<file path="src/rtl/ber_seq_pkg.sv">
// Shared types and defaults for the BER test sequencer.
// The state encoding is fixed at 3 bits with IDLE at zero, so a reset state register reads as idle.
package ber_seq_pkg;

    localparam int unsigned DEF_CNT_W    = 16;
    localparam int unsigned DEF_ERR_W    = 13;
    localparam int unsigned DEF_SETTLE_W = 8;

    localparam logic [DEF_ERR_W-1:0] ERR_MAX = '1;

    typedef enum logic [2:0] {
        StIdle    = 3'd0,
        StChReset = 3'd1,
        StSettle  = 3'd2,
        StMeasure = 3'd3,
        StDone    = 3'd4
    } state_e;

endpackage

</file>
<file path="src/rtl/ber_test_sequencer_if.sv">
// Control, checker-stream and result signals of one BER run.
// The master side is the user/checker; the slave side is the sequencer.
interface ber_test_sequencer_if
    import ber_seq_pkg::*;
#(
    parameter int unsigned CNT_W    = DEF_CNT_W,
    parameter int unsigned ERR_W    = DEF_ERR_W,
    parameter int unsigned SETTLE_W = DEF_SETTLE_W
) ();

    logic                start;
    logic                abort;
    logic                prbs_sel_in;
    logic [CNT_W-1:0]    target_bits;
    logic [SETTLE_W-1:0] settle_cycles;
    logic                bit_valid;
    logic                bit_error;

    logic                channel_reset;
    logic                prbs_sel;
    logic                busy;
    logic                done;
    logic [CNT_W-1:0]    bit_count;
    logic [ERR_W-1:0]    err_count;
    logic                err_sat;

    modport master (
        output start, abort, prbs_sel_in, target_bits, settle_cycles, bit_valid, bit_error,
        input  channel_reset, prbs_sel, busy, done, bit_count, err_count, err_sat
    );

    modport slave (
        input  start, abort, prbs_sel_in, target_bits, settle_cycles, bit_valid, bit_error,
        output channel_reset, prbs_sel, busy, done, bit_count, err_count, err_sat
    );

endinterface

</file>
<file path="src/rtl/sat_counter.sv">
// Saturating up-counter with synchronous clear and a sticky overflow flag.
// The flag records any increment attempted while already at all-ones.
module sat_counter #(
    parameter int unsigned WIDTH = 13
) (
    input  logic             i_clock,
    input  logic             i_reset_n,
    input  logic             i_clear,
    input  logic             i_inc,
    output logic [WIDTH-1:0] o_count,
    output logic             o_sat
);

    logic [WIDTH-1:0] r_count;
    logic             r_sat;
    logic             w_at_max;

    assign w_at_max = (r_count == {WIDTH{1'b1}});

    always_ff @(posedge i_clock or negedge i_reset_n) begin
        if (!i_reset_n) begin
            r_count <= '0;
            r_sat   <= 1'b0;
        end else if (i_clear) begin
            r_count <= '0;
            r_sat   <= 1'b0;
        end else if (i_inc) begin
            if (w_at_max) begin
                r_sat <= 1'b1;
            end else begin
                r_count <= r_count + 1'b1;
            end
        end
    end

    assign o_count = r_count;
    assign o_sat   = r_sat;

endmodule

</file>
<file path="src/rtl/ber_test_sequencer.sv">
// Run-control FSM for one bounded BER measurement: channel reset, settle window, counted window.
// Configuration is latched on start so the inputs may change freely during a run.
module ber_test_sequencer
    import ber_seq_pkg::*;
#(
    parameter int unsigned CNT_W      = DEF_CNT_W,
    parameter int unsigned ERR_W      = DEF_ERR_W,
    parameter int unsigned RST_CYCLES = 4,
    parameter int unsigned SETTLE_W   = DEF_SETTLE_W
) (
    input  logic          i_clock,
    input  logic          i_reset_n,
    ber_test_sequencer_if.slave ctrl
);

    localparam int unsigned RST_W = (RST_CYCLES > 1) ? $clog2(RST_CYCLES) : 1;

    state_e              r_state;
    state_e              w_state_next;

    logic                r_prbs_sel;
    logic [CNT_W-1:0]    r_target;
    logic [SETTLE_W-1:0] r_settle;
    logic [RST_W-1:0]    r_rst_cnt;
    logic [CNT_W-1:0]    r_bit_count;
    logic                r_done;

    logic                w_idle_like;
    logic                w_busy;
    logic                w_start_acc;
    logic                w_abort;
    logic                w_rst_last;
    logic                w_settle_bit;
    logic                w_settle_last;
    logic                w_meas_bit;
    logic                w_meas_last;
    logic [CNT_W-1:0]    w_bit_count_inc;
    logic [ERR_W-1:0]    w_err_count;
    logic                w_err_sat;

    assign w_idle_like     = (r_state == StIdle) || (r_state == StDone);
    assign w_busy          = (r_state == StChReset) || (r_state == StSettle) ||
                             (r_state == StMeasure);
    assign w_start_acc     = w_idle_like && ctrl.start;
    assign w_abort         = w_busy && ctrl.abort;
    assign w_rst_last      = (r_rst_cnt == '0);
    assign w_settle_bit    = (r_state == StSettle) && ctrl.bit_valid && !ctrl.abort;
    assign w_settle_last   = w_settle_bit && (r_settle == SETTLE_W'(1));
    // A bit arriving together with abort is dropped; abort wins over completion.
    assign w_meas_bit      = (r_state == StMeasure) && ctrl.bit_valid && !ctrl.abort;
    assign w_bit_count_inc = r_bit_count + 1'b1;
    assign w_meas_last     = w_meas_bit && (w_bit_count_inc == r_target);

    always_ff @(posedge i_clock or negedge i_reset_n) begin
        if (!i_reset_n) begin
            r_state <= StIdle;
        end else begin
            r_state <= w_state_next;
        end
    end

    always_comb begin
        w_state_next = r_state;
        if (w_abort) begin
            w_state_next = StIdle;
        end else begin
            unique case (r_state)
                StIdle, StDone: begin
                    if (ctrl.start) w_state_next = StChReset;
                end
                StChReset: begin
                    if (w_rst_last) begin
                        if (r_target == '0) begin
                            w_state_next = StDone;
                        end else if (r_settle != '0) begin
                            w_state_next = StSettle;
                        end else begin
                            w_state_next = StMeasure;
                        end
                    end
                end
                StSettle: begin
                    if (w_settle_last) w_state_next = StMeasure;
                end
                StMeasure: begin
                    if (w_meas_last) w_state_next = StDone;
                end
                default: w_state_next = StIdle;
            endcase
        end
    end

    always_comb begin
        ctrl.channel_reset = (r_state == StIdle) || (r_state == StChReset);
        ctrl.busy          = w_busy;
        ctrl.done          = r_done;
        ctrl.prbs_sel      = r_prbs_sel;
        ctrl.bit_count     = r_bit_count;
        ctrl.err_count     = w_err_count;
        ctrl.err_sat       = w_err_sat;
    end

    always_ff @(posedge i_clock or negedge i_reset_n) begin
        if (!i_reset_n) begin
            r_prbs_sel  <= 1'b0;
            r_target    <= '0;
            r_settle    <= '0;
            r_rst_cnt   <= '0;
            r_bit_count <= '0;
            r_done      <= 1'b0;
        end else begin
            // Pulse only on the entering edge so a held DONE does not repeat it.
            r_done <= (w_state_next == StDone) && (r_state != StDone);
            if (w_start_acc) begin
                r_prbs_sel  <= ctrl.prbs_sel_in;
                r_target    <= ctrl.target_bits;
                r_settle    <= ctrl.settle_cycles;
                r_rst_cnt   <= RST_W'(RST_CYCLES - 1);
                r_bit_count <= '0;
            end else begin
                if ((r_state == StChReset) && !w_rst_last) begin
                    r_rst_cnt <= r_rst_cnt - 1'b1;
                end
                if (w_settle_bit) begin
                    r_settle <= r_settle - 1'b1;
                end
                if (w_meas_bit) begin
                    r_bit_count <= w_bit_count_inc;
                end
            end
        end
    end

    sat_counter #(
        .WIDTH (ERR_W)
    ) u_err_cnt (
        .i_clock   (i_clock),
        .i_reset_n (i_reset_n),
        .i_clear   (w_start_acc),
        .i_inc     (w_meas_bit && ctrl.bit_error),
        .o_count   (w_err_count),
        .o_sat     (w_err_sat)
    );

endmodule

</file>
<file path="src/flat_wrapper.sv">
// flat-port wrapper written by rule: the top's interface ports become plain ports
module ber_test_sequencer_flat import ber_seq_pkg::*;
#(
    parameter int unsigned CNT_W      = DEF_CNT_W,
    parameter int unsigned ERR_W      = DEF_ERR_W,
    parameter int unsigned RST_CYCLES = 4,
    parameter int unsigned SETTLE_W   = DEF_SETTLE_W
)
  (i_clock, i_reset_n, ctrl_start, ctrl_abort, ctrl_prbs_sel_in, ctrl_target_bits, ctrl_settle_cycles, ctrl_bit_valid, ctrl_bit_error, ctrl_channel_reset, ctrl_prbs_sel, ctrl_busy, ctrl_done, ctrl_bit_count, ctrl_err_count, ctrl_err_sat);
  ber_test_sequencer_if #(.CNT_W(CNT_W), .ERR_W(ERR_W), .SETTLE_W(SETTLE_W)) ctrl_i ();
  input  logic i_clock;
  input  logic i_reset_n;
  input wire logic [$bits(ctrl_i.start)-1:0] ctrl_start;
  input wire logic [$bits(ctrl_i.abort)-1:0] ctrl_abort;
  input wire logic [$bits(ctrl_i.prbs_sel_in)-1:0] ctrl_prbs_sel_in;
  input wire logic [$bits(ctrl_i.target_bits)-1:0] ctrl_target_bits;
  input wire logic [$bits(ctrl_i.settle_cycles)-1:0] ctrl_settle_cycles;
  input wire logic [$bits(ctrl_i.bit_valid)-1:0] ctrl_bit_valid;
  input wire logic [$bits(ctrl_i.bit_error)-1:0] ctrl_bit_error;
  output wire logic [$bits(ctrl_i.channel_reset)-1:0] ctrl_channel_reset;
  output wire logic [$bits(ctrl_i.prbs_sel)-1:0] ctrl_prbs_sel;
  output wire logic [$bits(ctrl_i.busy)-1:0] ctrl_busy;
  output wire logic [$bits(ctrl_i.done)-1:0] ctrl_done;
  output wire logic [$bits(ctrl_i.bit_count)-1:0] ctrl_bit_count;
  output wire logic [$bits(ctrl_i.err_count)-1:0] ctrl_err_count;
  output wire logic [$bits(ctrl_i.err_sat)-1:0] ctrl_err_sat;
  assign ctrl_i.start = ctrl_start;
  assign ctrl_i.abort = ctrl_abort;
  assign ctrl_i.prbs_sel_in = ctrl_prbs_sel_in;
  assign ctrl_i.target_bits = ctrl_target_bits;
  assign ctrl_i.settle_cycles = ctrl_settle_cycles;
  assign ctrl_i.bit_valid = ctrl_bit_valid;
  assign ctrl_i.bit_error = ctrl_bit_error;
  assign ctrl_channel_reset = ctrl_i.channel_reset;
  assign ctrl_prbs_sel = ctrl_i.prbs_sel;
  assign ctrl_busy = ctrl_i.busy;
  assign ctrl_done = ctrl_i.done;
  assign ctrl_bit_count = ctrl_i.bit_count;
  assign ctrl_err_count = ctrl_i.err_count;
  assign ctrl_err_sat = ctrl_i.err_sat;
  ber_test_sequencer #(.CNT_W(CNT_W), .ERR_W(ERR_W), .RST_CYCLES(RST_CYCLES), .SETTLE_W(SETTLE_W)) u_core (.i_clock(i_clock), .i_reset_n(i_reset_n), .ctrl(ctrl_i));
endmodule
</file>
<file path="config.mk">
export PLATFORM = sky130hd
export DESIGN_NAME = ber_test_sequencer_flat
export DESIGN_NICKNAME = d
export VERILOG_FILES = /design/src/rtl/ber_seq_pkg.sv /design/src/rtl/ber_test_sequencer_if.sv /design/src/rtl/sat_counter.sv /design/src/rtl/ber_test_sequencer.sv /design/src/flat_wrapper.sv
export SDC_FILE = /design/constraint.sdc
export NUM_CORES = 1
export LEC_CHECK = 0
export BUFFER_PORTS_ARGS = -buffer_cell sky130_fd_sc_hd__buf_2
export CAP_MARGIN = 10
export CORE_MARGIN = 4
export CORE_UTILIZATION = 60
export DETAILED_ROUTE_END_ITERATION = 10
export HOLD_SLACK_MARGIN = 0.1
export PLACE_DENSITY = 0.87
export SYNTH_ARGS = -nofsm -noshare
export SYNTH_HDL_FRONTEND = slang
export SYNTH_SLANG_ARGS = --single-unit
export TNS_END_PERCENT = 50
</file>
<file path="constraint.sdc">
create_clock -name i_clock -period 4.6 [get_ports i_clock]
set_input_delay 0.69 -clock i_clock [delete_from_list [all_inputs] [get_ports i_clock]]
set_output_delay 0.69 -clock i_clock [all_outputs]
set_load 0.02 [all_outputs]
</file>
# Yosys cells after proc, flatten, opt, wreduce, memory -nomap -nowiden
# Index checks and enable logic that the tools add are counted.
op_classes:
  eq_ne: 10
  n_reduce_logical: 29
  addsub: 4
  muxes: 20
ops:
  columns: ["cell", "count"]
  rows:
  - ["2-to-1 mux 13 bit", 3]
  - ["2-to-1 mux 16 bit", 2]
  - ["2-to-1 mux 3 bit", 6]
  - ["adder 16 x 1 -> 16 bit (second input constant)", 1]
  - ["== test 16 bit", 1]
  - ["logical NOT 16 bit", 1]
  - ["2-to-1 mux 8 bit", 2]
  - ["adder 13 x 1 -> 13 bit (second input constant)", 1]
  - ["== test 13 bit (second input constant)", 1]
  - ["one-hot mux 3 bit (4 select lines)", 1]
  - ["logical AND 1 bit", 11]
  - ["nonzero test 2 bit", 5]
  - ["== test 8 x 1 -> 1 bit (second input constant)", 1]
  - ["nonzero test 8 bit", 1]
  - ["subtractor 8 x 1 -> 8 bit (second input constant)", 1]
  - ["== test 3 x 2 -> 1 bit (second input constant)", 2]
  - ["== test 3 bit (second input constant)", 2]
  - ["logical OR 1 bit", 4]
  - ["2-to-1 mux 1 bit", 4]
  - ["2-to-1 mux 2 bit", 2]
  - ["AND reduction 2 bit", 2]
  - ["== test 3 x 1 -> 1 bit (second input constant)", 1]
  - ["logical NOT 3 bit", 1]
  - ["inequality test 3 bit (second input constant)", 1]
  - ["5 further kinds", 6]
word_totals:
  reg_bits: 61

# Logic depth before layout (Yosys ltp)
# Gate-level depths: netlist of run 1.
depth:
  depth_word: 9
  mapped_depth: 8

# Hierarchy
# A second synthesis of run 1 with hierarchy kept.
hier_totals:
  hier_cells: 417
  hier_area_um2: 3519.6
by_module_without_submodules:
  columns: ["mod", "area_per_inst_um2", "cells_per_inst", "instances", "seq_area_each_um2"]
  rows:
  - ["ber_test_sequencer", 2785.2, 339, 1, 1176.1]
  - ["sat_counter", 734.5, 78, 1, 350.3]

# Worst setup path before layout of run 1
# No wires, ideal clock.
synth_path:
  kind: "reg-to-reg"
  startpoint: "register u_core.r_bit_count[0], in the netlist u_core.ctrl.bit_count[0]"
  endpoint: "register u_core.r_state[1]"
  setup_slack_ns: 2.151
  arrival_ns: 2.330
  required_time_ns: 4.481
  period_less_slack_ns: 2.449
  path_buffers: 1
  setup_ns: 0.119
  path_stages_with_launch: 8
  path_cell_list: "dfrtp_1 -> ha_1 -> buf_2 -> nand4_1 -> or3_4 -> o31a_1 -> or4_4 -> and2_1"
synth_via:
  elab_chain_len: 6
synth_rtl:
  columns: ["item", "line_no", "rtl"]
  rows:
  - ["from (decl)", "ber_test_sequencer.sv:25", "logic [CNT_W-1:0] r_bit_count;"]
  - ["from (signal assigned)", "ber_test_sequencer.sv:128", "r_bit_count <= w_bit_count_inc;"]
  - ["adder 16 x 1 -> 16 bit", "ber_test_sequencer.sv:51", "assign w_bit_count_inc = r_bit_count + 1'b1;"]
  - ["== test 16 bit", "ber_test_sequencer.sv:52", "assign w_meas_last = w_meas_bit && (w_bit_count_inc == r_target);"]
  - ["logical AND 1 bit", "ber_test_sequencer.sv:52", null]
  - ["2-to-1 mux 3 bit", "ber_test_sequencer.sv:86", "if (w_meas_last) w_state_next = StDone;"]
  - ["one-hot mux 3 bit (4 select lines)", "ber_test_sequencer.sv:67", "unique case (r_state)"]
  - ["2-to-1 mux 3 bit", "ber_test_sequencer.sv:64", "if (w_abort) begin"]
  - ["net u_core.w_state_next[1]", "ber_test_sequencer.sv:19", "state_e w_state_next;"]
  - ["to (signal assigned)", "ber_test_sequencer.sv:56", "r_state <= StIdle;"]
  - ["to (signal assigned)", "ber_test_sequencer.sv:58", "r_state <= w_state_next;"]
  - ["to (decl)", "ber_test_sequencer.sv:18", "state_e r_state;"]
# The timed path passes the listed nets, and every way through them passes these cells.
# A chain may end at the register's enable or synchronous reset.

# Worst setup path after layout of run 1
# Ends and elaborated chain as after synthesis.

==> metrics.csv, run 1 <==
metric,value,unit
drt drc,0,
crit-path cells,"ha_1, nand4_1, nor4_1, xnor2_1, nand4_1, or4_4, and2_1",
Worst Path Arrival,2.83,ns
final clock skew,0.00742,ns
most frequent cells in the layout,"nand2_1, buf_2, dfrtp_1",
Initial DRC Count,222,
GRT overflow,0,
Die H,85.1,um
fin crit period,2.61,ns
initial antenna violation count,0,
row cnt,27,
worst hold slack,0.479,ns
DR vias,3173,
R2R Path Start,u_core.ctrl.bit_count[0]$_DFFE_PN0P_,
total track usage,24.1,%
number of global-route vias before repair,2978,
cell area after synthesis,3560,um2
global-route wire length before repair,14.0,mm
die area,7240,um2
"Power, Total",1.92,mW
Setup CP Type,flip-flop to flip-flop,
Final Hold Fails,0,
post-synthesis cell count,407,
"Buf+Inv Stages, Crit Path",0,
Pre-antenna DRT Iters,5,
post-route cell area,4050,um2
reg-to-reg critical path endpoint,u_core.r_state[1]$_DFF_PN0_,
Critical Path Max Stage Delay,0.54,ns
Syn Area/Cell,8.76,um2
final core utilization,71.8,%
post_cts resized,0,
# setup viols final,0,
Tcrit/Tclk final,56.7,%
Max Cap Viol,0,
Worst setup EP type,flip-flop,
unique cell type count in the Yosys netlist,52,
CP Max Fanout,7,
Max IR drop VDD,0.000278,V
TritonCTS Buffers,9,
relative slew slack,28.8,%
Initial Utilization,63.2,%
Slew @ Worst Pin,1.05,ns
core area,5640,um2
HP Class,flip-flop to flip-flop,
H-tree depth,3,
Antenna Nets Post-Route,0,
worst r2r path cells,7,
Worst-Skew Late Latency,0.34,ns
Routed WL,8.44,mm
achievable frequency,384,MHz
"FF+latch count, synth",61,
Layout Area Growth over Synthesis,13.7,%
CP startpoint,u_core.ctrl.bit_count[0]$_DFFE_PN0P_,
Slew Limit Fails,0,
Clock transition at path regs,0.07,ns
number of stages on the worst setup path,7,
Die X,85.1,um
CTS Root Cell,clkbuf_8,
Post-CTS Setup Inserts,0,
Clock Sinks,61,
Placed Instance Area,3880,um2
I/O Buffers,64,
Worst R2R Setup Slack,1.99,ns
Worst EP required,4.83,ns
gpl congestion,0.992,
routed length per instance,15.7,um
RSZ-0062 raised after global routing,false,
"most common cell after layout, fill and taps aside",nand2_1,
"Largest delay share family, worst path",simple AND/OR/NAND/NOR gates,
Setup crit end,u_core.r_state[1]$_DFF_PN0_,
# hold bufs at CTS,0,
setup_tns,0,ns
register area share after synthesis,42.8,%
ANT cells,0,
Via density,5.92,
synthesized net count,443,
Yosys warnings,0,
CTS tree,yes,
status,finished clean,
P_leak,1.94,nW
share of cells above drive strength 1,21.1,%
clock buffer depth,2,
fin nets,496,
CP Launch Type,flip-flop,
number of I/O pins,65,
detailed placement HPWL,5.96,mm
largest net degree at the start of global routing,62,
CP max stage cell,nor4_1,
most frequent CP cell,nand4_1,
PD cells,473,nW/um2
## per-stage QoR
step,worst slack [ns],cells
6_report,1.99,536
5_1_grt,1.83,536
2_1_floorplan,2.15,407
3_5_place_dp,1.85,521
3_3_place_gp,1.87,521
4_1_cts,2.03,536
## worst min-delay path by stage
stage	cells past startpoint	from	to	slack [ns]
after CTS	2	u_core.ctrl.prbs_sel$_DFFE_PN0P_	u_core.ctrl.prbs_sel$_DFFE_PN0P_	0.48
after detailed placement	2	u_core.ctrl.prbs_sel$_DFFE_PN0P_	u_core.ctrl.prbs_sel$_DFFE_PN0P_	0.46
after global routing	2	u_core.ctrl.prbs_sel$_DFFE_PN0P_	u_core.ctrl.prbs_sel$_DFFE_PN0P_	0.51
after floorplan	0	i_reset_n	u_core.ctrl.bit_count[0]$_DFFE_PN0P_	0.39
final	2	u_core.ctrl.prbs_sel$_DFFE_PN0P_	u_core.ctrl.prbs_sel$_DFFE_PN0P_	0.48
after global placement	2	u_core.ctrl.prbs_sel$_DFFE_PN0P_	u_core.ctrl.prbs_sel$_DFFE_PN0P_	0.47
## synth_stat cells (all sizes together)
| cell | instances | area share, % |
|---|---|---|
| a41o | 1 | 0.28 |
| o211ai | 7 | 1.5 |
| inv | 9 | 0.95 |
| xor2 | 26 | 6.4 |
| or2 | 3 | 0.53 |
| a221oi | 1 | 0.25 |
| and4 | 1 | 0.25 |
| and2 | 6 | 1.1 |
| nor2 | 33 | 3.5 |
| o31a | 1 | 0.25 |
| a2111oi | 1 | 0.77 |
| a41oi | 2 | 0.49 |
| nand2 | 85 | 9.2 |
| and3 | 9 | 1.6 |
| and4b | 2 | 0.56 |
| a21oi | 6 | 0.84 |
| nand2b | 2 | 0.35 |
| o21ai | 32 | 4.5 |
| a311oi | 1 | 0.25 |
| a31oi | 4 | 0.70 |
| buf | 10 | 1.4 |
| nor2b | 1 | 0.18 |
| nor3b | 2 | 0.42 |
| ha | 5 | 1.8 |
| o31ai | 6 | 1.3 |
| or4b | 1 | 0.28 |
| nand3b | 1 | 0.21 |
| mux2 | 1 | 0.32 |
| nand4 | 14 | 2.6 |
| or3 | 3 | 0.67 |
| xnor2 | 22 | 5.6 |
| mux2i | 1 | 0.28 |
| nand4b | 1 | 0.25 |
| or3b | 1 | 0.25 |
| nor3 | 6 | 0.84 |
| o2111ai | 1 | 0.25 |
| nor4 | 10 | 2.1 |
| dfrtp | 61 | 43 |
| clkbuf | 14 | 1.5 |
| nand3 | 12 | 2.2 |
| or4 | 2 | 0.53 |
## per-layer routing
metal	up-vias	routed length, um	global-route usage [%]
met1	1501	3810	33.1
li1	1512	-	-
met3	20	542	5.05
met2	140	3900	37.4
met4	0	184	9.35
met5	-	0	0
## kinds of logic (layout without fill, tap and decap cells)
group	count (synthesis)	after routing	share of synthesized area, %
AO/OA/AOI/OAI	63	63	11.3
adder cells (fa/ha/maj)	5	5	1.76
buffers and inverters	33	90	3.86
AND/OR/NAND/NOR	195	195	27.6
XOR/XNOR	48	48	12.0
flip-flops	61	61	42.8
multiplexers	2	2	0.597
## tightest hold or removal path, delay by kind of cell, from the launching register on
family | cells | cell delay, ns
and+or+nand+nor | 2 | 0.11
DFF | 1 | 0.34
## final cells by class
type,instances,area [um2]
Fill cell,432,1590
Tap cell,72,90.1
Multi-Input combinational cell,313,1900
Timing Repair Buffer,66,335
Sequential cell,61,1530
Clock inverter,4,25.0
Inverter,9,33.8
Clock buffer,11,141
## state kept, by name, indices dropped and copies added (netlist names)
register and flops:
u_core.ctrl.bit_count 16, u_core.ctrl.done 1, u_core.ctrl.prbs_sel 1, u_core.r_rst_cnt 2, u_core.r_settle 8, u_core.r_state 3
u_core.r_target 16, u_core.u_err_cnt.o_count 13, u_core.u_err_cnt.o_sat 1
## power breakdown
part / switching, mW / internal (mW) / total, mW
logic: 0.410 / 0.277 / 0.687
registers: 0.148 / 0.665 / 0.813
clock network: 0.210 / 0.205 / 0.415
No activity file was read; power rests on OpenSTA's default activity.
==> run 2: changes to the inputs <==
Settings changed: CORE_UTILIZATION 60 to 56, PLACE_DENSITY 0.87 to 0.82.
Clock period 4.6 ns to 2.6 ns, I/O delays scaled along.
==> run 2 against run 1 <==
Combinational power increased by 80%. Register-to-register slack got worse by 1.8 ns. Count of clock-buffer cells in the layout increased by 1. Largest power group unchanged.
==> metrics.csv, run 2 (same netlist as run 1, synthesis figures left out) <==
metric,value,unit,change
status,finished clean,,
post-route cell area,4220,um2,+4.2%
achievable frequency,411,MHz,+7.2%
H-tree depth,3,,unchanged
gpl congestion,0.966,,-2.6%
hold path cells,3,,+1
Worst-Skew Late Latency,0.34,ns,about the same
CTS tree,yes,,
met2 GRT Util,38.7,%,+1.3 points
number of I/O pins,65,,unchanged
worst r2r path cells,6,,-1
Initial DRC Count,213,,-4.1%
Final Hold Fails,0,,unchanged
met1 usage,33.9,%,+0.71 points
most frequent cells in the layout,"nand2_1, buf_2, dfrtp_1",,
"most common cell after layout, fill and taps aside",nand2_1,,
ANT cells,0,,unchanged
GRT busiest layer,met2,,
R2R Path Start,u_core.ctrl.bit_count[1]$_DFFE_PN0P_,,
CP Launch Type,flip-flop,,
Max IR drop VDD,0.000549,V,+98%
final worst slack,0.170,ns,-1.82 ns
initial antenna violation count,0,,unchanged
Tcrit/Tclk final,93.5,%,+37 points
Worst Path Arrival,2.66,ns,-0.17 ns
relative slew slack,34.8,%,+6.0 points
Slew Limit Fails,0,,unchanged
Die H,87.8,um,+3.2%
HP Class,input port to flip-flop,,
row cnt,28,,+3.7%
placed insts,533,,+2.3%
share of cells above drive strength 1,22.7,%,+1.6 points
Worst R2R Setup Slack,0.17,ns,-1.82 ns
I/O Buffers,64,,unchanged
CP Max Fanout,7,,unchanged
hold wc startpoint,ctrl_target_bits[4],,
Layout Area Growth over Synthesis,18.5,%,
Die X,87.8,um,+3.2%
Slew @ Worst Pin,0.974,ns,-0.0790 ns
Initial Utilization,58.8,%,-4.4 points
fin crit period,2.43,ns,-0.176 ns
die area,7700,um2,+6.5%
final clock skew,0.00561,ns,-0.00181 ns
Pre-antenna DRT Iters,4,,-1
reg-to-reg critical path endpoint,u_core.r_state[1]$_DFF_PN0_,,
CP startpoint,u_core.ctrl.bit_count[1]$_DFFE_PN0P_,,
RSZ-0062 raised after global routing,false,,
global-route wire length before repair,14.7,mm,+5.0%
P_leak,2.03,nW,+4.7%
M3 GR Usage,3.95,%,-1.1 points
drt drc,0,,unchanged
# setup viols final,0,,unchanged
Clock transition at path regs,0.07,ns,about the same
detailed placement HPWL,6.38,mm,+7.1%
Via density,5.74,,-3.1%
DR vias,3155,,-0.57%
Setup CP Type,flip-flop to flip-flop,,
worst hold slack,0.237,ns,-0.242 ns
fin nets,506,,+2.0%
Placed Instance Area,3970,um2,+2.2%
routed length per instance,16.1,um,+2.5%
total track usage,24.6,%,+0.51 points
PD cells,881,nW/um2,+86%
"Power, Total",3.72,mW,+94%
GRT overflow,0,,unchanged
largest net degree at the start of global routing,62,,unchanged
core area,6060,um2,+7.4%
worst hold endpoint,u_core.r_target[4]$_DFFE_PN0P_,,
number of global-route vias before repair,3047,,+2.3%
setup_tns,0,ns,unchanged
clock buffer depth,2,,unchanged
Place WS,0.161,ns,-1.69 ns
Routed WL,8.88,mm,+5.2%
Antenna Nets Post-Route,0,,unchanged
final core utilization,69.7,%,-2.2 points
Worst setup EP type,flip-flop,,
Worst EP required,2.83,ns,-2.00 ns
Max Cap Viol,0,,unchanged
CTS Root Cell,clkbuf_8,,
TritonCTS Buffers,9,,unchanged
Clock Sinks,61,,unchanged
Non-Filler Instances,550,,+2.6%
-- run 2: cell types whose count changed in the layout (fill, tap and decap cells not counted) --
cell	change
buf_12	+1
buf_4	+8
bufinv_16	+3
clkbuf_1	+1
clkinv_2	-1
clkinvlp_4	-2
dlygate4sd3_1	+1
ha_1	-1
ha_2	+1
-- run 2: critical path, stage by stage, from the launching register on --
cell and delay, ns:
dfrtp_1 0.41, ha_2 0.29, nand4_1 0.22, or3_4 0.41, o31a_1 0.30, or4_4 0.54, and2_1 0.15
-- run 2: area by class of cell --
type	count	area [um2]
fillers	491	1840
repair buffers	76	425
flip-flops and latches	61	1530
well taps	75	93.8
clock inverters	4	95.1
inverters	9	33.8
clock buffers	12	145
multi-input cells	313	1900
-- run 2: where the power goes --
part | switching, mW | internal [mW]
registers | 0.269 | 1.18
logic | 0.721 | 0.517
clock network | 0.375 | 0.663
-- run 2: per-layer routing --
metal  part of all wire [%]  vias to the layer above
met1                     45                     1519
li1                       -                     1531
met2                     47                       90
met4                    2.1                        0
met5                      0                        -
met3                    5.5                       15
-- run 2: what timing repair did --
action / CTS / global route
hold endpoints to repair: 61 / 0
gates resized for setup: 0 / 1
setup endpoints to repair: 0 / 1
hold buffers: 1 / 0
buffers inserted: 0 / 0
-- run 2: how the worst max path moves through the flow --
| stage | slack, ns | end |
|---|---|---|
| after floorplan | 0.15 | u_core.r_state[1]$_DFF_PN0_ |
| after global placement | 0.20 | u_core.r_state[1]$_DFF_PN0_ |
| after detailed placement | 0.16 | u_core.r_state[1]$_DFF_PN0_ |
| after CTS | 0.11 | u_core.r_state[1]$_DFF_PN0_ |
| after global routing | 0.06 | u_core.r_state[1]$_DFF_PN0_ |
| final | 0.17 | u_core.r_state[1]$_DFF_PN0_ |
